==> src/rtl/tpu_job_scheduler.sv <==
// tpu_job_scheduler: front-end for the 4x4 output-stationary TPU core.
// Two requesters are arbitrated round-robin into a small job FIFO. Jobs are
// launched one at a time and each one returns a completion record
// (ok / zero-dimension reject / timeout).
module tpu_job_scheduler #(
    parameter int          FIFO_DEPTH     = 4,
    parameter logic [15:0] TIMEOUT_CYCLES = 16'd65535
) (
    input  logic        clk,
    input  logic        rst_n,
    input  logic        req0_valid,
    output logic        req0_ready,
    input  logic [23:0] req0_dims,
    input  logic [3:0]  req0_tag,
    input  logic        req1_valid,
    output logic        req1_ready,
    input  logic [23:0] req1_dims,
    input  logic [3:0]  req1_tag,
    output logic        tpu_in_valid,
    output logic [7:0]  tpu_K,
    output logic [7:0]  tpu_M,
    output logic [7:0]  tpu_N,
    input  logic        tpu_busy,
    output logic        done_valid,
    output logic        done_req,
    output logic [3:0]  done_tag,
    output logic [1:0]  done_err,
    output logic        sched_idle
);

    localparam int PTR_W   = $clog2(FIFO_DEPTH);
    localparam int CNT_W   = PTR_W + 1;
    localparam int ENTRY_W = 29;
    localparam logic [CNT_W-1:0] DEPTH_C = CNT_W'(FIFO_DEPTH);

    localparam logic [1:0] ERR_OK      = 2'b00;
    localparam logic [1:0] ERR_ZERO    = 2'b01;
    localparam logic [1:0] ERR_TIMEOUT = 2'b10;

    typedef enum logic [1:0] {
        ST_IDLE   = 2'd0,
        ST_LAUNCH = 2'd1,
        ST_RUN    = 2'd2,
        ST_DONE   = 2'd3
    } state_t;

    state_t               state_r;
    logic                 rr_ptr_r;
    logic [ENTRY_W-1:0]   fifo_mem_r [FIFO_DEPTH];
    logic [PTR_W-1:0]     wr_ptr_r;
    logic [PTR_W-1:0]     rd_ptr_r;
    logic [CNT_W-1:0]     count_r;
    logic [CNT_W-1:0]     count_next_s;
    logic                 fifo_full_s;
    logic                 fifo_empty_s;
    logic                 push0_s;
    logic                 push1_s;
    logic                 push_s;
    logic                 pop_s;
    logic [ENTRY_W-1:0]   push_entry_s;
    logic [ENTRY_W-1:0]   head_s;
    logic                 head_zero_s;
    logic                 job_req_r;
    logic [3:0]           job_tag_r;
    logic [15:0]          timer_r;
    logic [15:0]          timer_inc_s;
    logic                 timeout_s;

    // Arbitration, FIFO bookkeeping and timer arithmetic.
    always_comb begin
        fifo_full_s  = (count_r == DEPTH_C);
        fifo_empty_s = (count_r == {CNT_W{1'b0}});
        // Ready is forced low while reset is asserted so every output reads 0.
        req0_ready   = rst_n && !fifo_full_s && (!rr_ptr_r || !req1_valid);
        req1_ready   = rst_n && !fifo_full_s && (rr_ptr_r || !req0_valid);
        push0_s      = req0_valid && req0_ready;
        push1_s      = req1_valid && req1_ready;
        push_s       = push0_s || push1_s;
        if (push1_s) begin
            push_entry_s = {1'b1, req1_tag, req1_dims};
        end else begin
            push_entry_s = {1'b0, req0_tag, req0_dims};
        end
        pop_s       = (state_r == ST_IDLE) && !fifo_empty_s;
        head_s      = fifo_mem_r[rd_ptr_r];
        head_zero_s = (head_s[23:16] == 8'd0) || (head_s[15:8] == 8'd0) ||
                      (head_s[7:0] == 8'd0);
        case ({push_s, pop_s})
            2'b10:   count_next_s = count_r + CNT_W'(1);
            2'b01:   count_next_s = count_r - CNT_W'(1);
            default: count_next_s = count_r;
        endcase
        // timer_r counts completed RUN cycles; timer_inc_s includes the
        // current one, so the timeout fires on the TIMEOUT_CYCLES-th RUN cycle.
        if (timer_r == 16'hFFFF) begin
            timer_inc_s = timer_r;
        end else begin
            timer_inc_s = timer_r + 16'd1;
        end
        timeout_s = (timer_inc_s >= TIMEOUT_CYCLES);
    end

    // Job FIFO storage, pointers, occupancy and round-robin pointer.
    always_ff @(posedge clk or negedge rst_n) begin
        if (!rst_n) begin
            for (int i = 0; i < FIFO_DEPTH; i++) begin
                fifo_mem_r[i] <= {ENTRY_W{1'b0}};
            end
            wr_ptr_r <= {PTR_W{1'b0}};
            rd_ptr_r <= {PTR_W{1'b0}};
            count_r  <= {CNT_W{1'b0}};
            rr_ptr_r <= 1'b0;
        end else begin
            if (push_s) begin
                fifo_mem_r[wr_ptr_r] <= push_entry_s;
                wr_ptr_r             <= wr_ptr_r + PTR_W'(1);
                // Priority moves to the requester that was not just served.
                rr_ptr_r             <= ~push1_s;
            end
            if (pop_s) begin
                rd_ptr_r <= rd_ptr_r + PTR_W'(1);
            end
            count_r <= count_next_s;
        end
    end

    // Job sequencing FSM with registered TPU launch and completion outputs.
    always_ff @(posedge clk or negedge rst_n) begin
        if (!rst_n) begin
            state_r      <= ST_IDLE;
            job_req_r    <= 1'b0;
            job_tag_r    <= 4'd0;
            timer_r      <= 16'd0;
            tpu_in_valid <= 1'b0;
            tpu_K        <= 8'd0;
            tpu_M        <= 8'd0;
            tpu_N        <= 8'd0;
            done_valid   <= 1'b0;
            done_req     <= 1'b0;
            done_tag     <= 4'd0;
            done_err     <= 2'b00;
            sched_idle   <= 1'b0;
        end else begin
            tpu_in_valid <= 1'b0;
            done_valid   <= 1'b0;
            // Next state is IDLE only from DONE, or from IDLE with nothing to pop.
            sched_idle   <= ((state_r == ST_DONE) ||
                             ((state_r == ST_IDLE) && fifo_empty_s)) &&
                            (count_next_s == {CNT_W{1'b0}});
            case (state_r)
                ST_IDLE: begin
                    if (pop_s) begin
                        job_req_r <= head_s[28];
                        job_tag_r <= head_s[27:24];
                        if (head_zero_s) begin
                            state_r    <= ST_DONE;
                            done_valid <= 1'b1;
                            done_req   <= head_s[28];
                            done_tag   <= head_s[27:24];
                            done_err   <= ERR_ZERO;
                        end else begin
                            state_r      <= ST_LAUNCH;
                            tpu_in_valid <= 1'b1;
                            tpu_K        <= head_s[23:16];
                            tpu_M        <= head_s[15:8];
                            tpu_N        <= head_s[7:0];
                        end
                    end
                end
                ST_LAUNCH: begin
                    timer_r <= 16'd0;
                    state_r <= ST_RUN;
                end
                ST_RUN: begin
                    timer_r <= timer_inc_s;
                    if (!tpu_busy) begin
                        state_r    <= ST_DONE;
                        done_valid <= 1'b1;
                        done_req   <= job_req_r;
                        done_tag   <= job_tag_r;
                        done_err   <= ERR_OK;
                    end else if (timeout_s) begin
                        state_r    <= ST_DONE;
                        done_valid <= 1'b1;
                        done_req   <= job_req_r;
                        done_tag   <= job_tag_r;
                        done_err   <= ERR_TIMEOUT;
                    end
                end
                ST_DONE: begin
                    state_r <= ST_IDLE;
                end
                default: begin
                    state_r <= ST_IDLE;
                end
            endcase
        end
    end

endmodule

==> config.mk <==
export PLATFORM = sky130hd
export DESIGN_NAME = tpu_job_scheduler
export DESIGN_NICKNAME = d
export VERILOG_FILES = /design/src/rtl/tpu_job_scheduler.sv
export SDC_FILE = /design/constraint.sdc
export NUM_CORES = 1
export LEC_CHECK = 0
export ABC_AREA = 1
export ABC_CLOCK_PERIOD_IN_PS = 6000
export CAP_MARGIN = 10
export CORE_ASPECT_RATIO = 1.75
export CORE_UTILIZATION = 30
export DETAILED_ROUTE_END_ITERATION = 10
export GPL_TIMING_DRIVEN = 0
export HOLD_SLACK_MARGIN = 0.12
export MAX_ROUTING_LAYER = met4
export PLACE_DENSITY = 0.56
export SYNTH_ARGS = -nofsm -noshare
export SYNTH_HDL_FRONTEND = slang
export SYNTH_SLANG_ARGS = --single-unit
==> constraint.sdc <==
create_clock -name clk -period 6 [get_ports clk]
set_input_delay 0.6 -clock clk [delete_from_list [all_inputs] [get_ports clk]]
set_output_delay 0.6 -clock clk [all_outputs]
set_load 0.05 [all_outputs]
==> flow_metrics.env <==
export IMPL_status="finished clean"
export IMPL_maxCapViolations=0
export IMPL_maxSlewViolCount=0
export IMPL_grt_setup_unrepaired="no"
export IMPL_nets=1269
export IMPL_synthesis_nets=1152
export IMPL_leakage_nw=4.83
export IMPL_gr_total_overflow=0
export IMPL_startpoint="rst_n"
export IMPL_clock_sinks=181
export IMPL_synthFlopType="dfrtp_1"
export IMPL_start_util_pct=30.6
export IMPL_setup_viol=0
export IMPL_vias=7943
export IMPL_final_instance_count_excl_fill=1589
export IMPL_preCtsSetupSlack_ns=2.68
export IMPL_r2r_start="count_r[0]$_DFF_PN0_"
export IMPL_switchingPower_w=0.00291
export IMPL_worst_path_dominant_cell_family="buffers and inverters"
export IMPL_cp_slowest_cell="clkdlybuf4s50_1"
export IMPL_wirelength_mm=28.8
export IMPL_arrival_ns=3.00
export IMPL_synth_edf_count=0
export IMPL_skew_ns=0.0106
export IMPL_antenna_found_initial=0
export IMPL_place_area_sq_um=10300
export IMPL_crit_type="primary input to output pin"
export IMPL_vias_per_cell=5.00
export IMPL_fp_dieH_um=229
export IMPL_switching_share_pct=45.5
export IMPL_slew_headroom_pct=46.7
export IMPL_finalCritPeriodShare_pct=59.9
export IMPL_synth_distinct_cells=36
export IMPL_die_x_um=132
export IMPL_worst_pin_slew_ns=0.800
export IMPL_grt_max_degree=118
export IMPL_io_pins=97
export IMPL_placed_cells=1556
export IMPL_cts_clk_slew_worst_paths_ns=0.07
export IMPL_crit_path_end_kind="output pin"
export IMPL_hp_class="register to register"
export IMPL_drtPass1Iterations=5
export IMPL_start_kind="primary input"
export IMPL_post_drt_wl_per_cell_um=18.1
export IMPL_synth_seq_cells=181
export IMPL_grt_pass1_vias=8030
export IMPL_drive_gt1_share_pct=8.59
export IMPL_drtIter0Drc=395
export IMPL_final_util_pct=37.9
export IMPL_dp_hpwl_mm=21.0
export IMPL_grt_use_total_pct=20.5
export IMPL_remaining_drc_errors=0
export IMPL_required_ns=5.40
export IMPL_r2r_slack_ns=3.16
export IMPL_port_buffers=96
export IMPL_holdPathStages=2
export IMPL_rows=82
export IMPL_path_max_fanout=66
export IMPL_p_per_area_nw_per_um2=585
export IMPL_hold_viol_final=0
export IMPL_syn_to_final_growth_pct=23.8
export IMPL_slowest_delay_ns=0.83
export IMPL_p_int_w=0.00349
export IMPL_h_tree_depth=4
export IMPL_synth_area_sq_um=8830
export IMPL_seqPwrFrac_pct=32.6
export IMPL_comb_power_share_pct=48.5
export IMPL_fin_tns_setup_ns=0
export IMPL_r2r_cells=13
export IMPL_final_area_sq_um=10900
export IMPL_ir_worst_vdd_mv=0.263
export IMPL_cp_endpoint="req0_ready"
export IMPL_cts_buffers=17
export IMPL_ant_nets=0
export IMPL_clk_path_buf_depth=2
export IMPL_layout_setup_ws_ns=2.40
export IMPL_worstSkewPairLatency_ns=0.46
export IMPL_grt_pass1_wl_mm=44.8
export IMPL_dieArea_sq_um=30200
export IMPL_async_reset_ff_share_pct=100
export IMPL_cts_tree="done"
export IMPL_reg2reg_to="sched_idle$_DFF_PN0_"
export IMPL_gp_congestion=0.890
export IMPL_syn_inst=1081
export IMPL_core_area_sq_um=28800
export IMPL_clock_fmax_mhz=278
export IMPL_clkPwrFrac_pct=18.9
export IMPL_cp_num_cells=6
export IMPL_fin_crit_ns=3.60
export IMPL_antennaDiodeCount=0
export IMPL_critPathBufInv=4
export IMPL_ys_seq_area_share_pct=51.3
export IMPL_yosysWarnings=0
export IMPL_cts_root_buf="clkbuf_16"
export IMPL_syn_area_per_cell_sq_um=8.17
export IMPL_crit_chain="dlygate4sd3_1 > buf_8 > inv_1 > a31oi_1 > a21boi_1 > clkdlybuf4s50_1"
layer usage:
layer,GRT usage [%],share of wire [%],vias to the layer above
met5,-,0,-
met4,10.7,4.3,0
met3,3.36,3.5,69
met2,37.5,56,206
met1,20.6,37,3829
li1,-,-,3839
power by group through the flow:
stage	Combinational (W)	Clock [W]	Sequential (W)
after CTS	0.00312	0.00123	0.00209
final	0.00310	0.00121	0.00209
after global routing	0.00342	0.00128	0.00215
after global placement	0.00307	0	0.00210
after floorplan	0.00174	0	0.00240
after detailed placement	0.00312	0	0.00211
logic make-up after synthesis:
family                     share of synthesized area [%]
and+or+nand+nor                                     23.7
buffers and inverters                               7.04
AOI/OAI and AO/OA                                   15.7
DFF                                                 51.3
adders and majority gates                           1.50
xor gates and xnor gates                           0.793
area by class of cell:
type	instances	area (sq um)
plain buffers	61	370
clock buffers	18	439
clock inverters	14	188
fillers	2977	17900
inverters	67	251
multi-input cells	772	3680
flip-flops and latches	181	4530
well taps	378	473
repair buffers	98	1000
stage by stage:
step           hold WS [ns]  total power [W]
3_3_place_gp          0.459          0.00517
2_1_floorplan         0.304          0.00414
4_1_cts               0.475          0.00645
5_1_grt               0.494          0.00685
3_5_place_dp          0.458          0.00523
6_report              0.468          0.00640
worst min-delay path by stage:
stage,start,end,slack (ns)
after CTS,done_tag[2]$_DFFE_PN0P_,done_tag[2]$_DFFE_PN0P_,0.48
final,done_tag[2]$_DFFE_PN0P_,done_tag[2]$_DFFE_PN0P_,0.47
after detailed placement,done_tag[2]$_DFFE_PN0P_,done_tag[2]$_DFFE_PN0P_,0.46
after floorplan,rst_n,count_r[0]$_DFF_PN0_,0.30
after global routing,done_tag[2]$_DFFE_PN0P_,done_tag[2]$_DFFE_PN0P_,0.49
after global placement,done_tag[1]$_DFFE_PN0P_,done_tag[1]$_DFFE_PN0P_,0.46
timing repair:
action | in CTS | in global routing
gates resized for setup | 0 | 0
setup buffers | 0 | 0
hold endpoints to repair | 42 | 0
hold buffers | 1 | 0
cells in the mapped netlist, types with 6 or more instances:
cell	number	area [sq um]
nand2_1	302	1130
dfrtp_1	181	4530
nor2_1	119	447
a31oi_1	93	582
o21ai_0	82	410
inv_1	62	233
nand3_1	58	290
a21oi_1	31	155
buf_2	26	130
o21ai_1	20	100
clkbuf_1	15	56.3
nand4_1	14	87.6
buf_6	11	124
ha_1	9	113
nor2_2	8	50.1
buf_4	7	52.6
xor2_1	6	52.6
registers in the layout, indices dropped and copies added, names as in the netlist:
register / flops
count_r: 3
done_err: 2
done_req: 1
done_tag: 4
done_valid: 1
fifo_mem_r: 116
job_req_r: 1
job_tag_r: 4
rd_ptr_r: 2
rr_ptr_r: 1
sched_idle: 1
state_r: 2
timer_r: 16
tpu_K: 8
tpu_M: 8
tpu_N: 8
tpu_in_valid: 1
wr_ptr_r: 2
worst register-to-register path, cell delays in order (launching register included):
cell       delay, ns
dfrtp_1         0.41
inv_2           0.09
a31oi_1         0.10
a21boi_2        0.18
nand2_2         0.21
nand2_2         0.15
inv_2           0.21
ha_1            0.18
inv_1           0.07
fa_1            0.37
a21oi_1         0.14
o21ai_0         0.11
xnor2_1         0.15
a2111oi_0       0.33
cells in the final DEF (no fill, tap or decap), drive strengths merged:
cell             n
bufinv           3
and2             1
clkdlybuf4s50   95
nor2           128
o22ai            4
clkinvlp         1
dlygate4sd3      1
a21o             1
o21ai          106
or2              1
nor3             1
nand3           61
clkinv           3
inv             74
fa               1
a21boi           2
o21bai           3
nand2          305
dfrtp          181
a31oi           93
clkbuf          33
a32o             2
xnor2            2
nand4           14
buf             48
xor2             6
a2111oi          1
ha               9
a21oi           31
(Power assumes the default switching activity.)
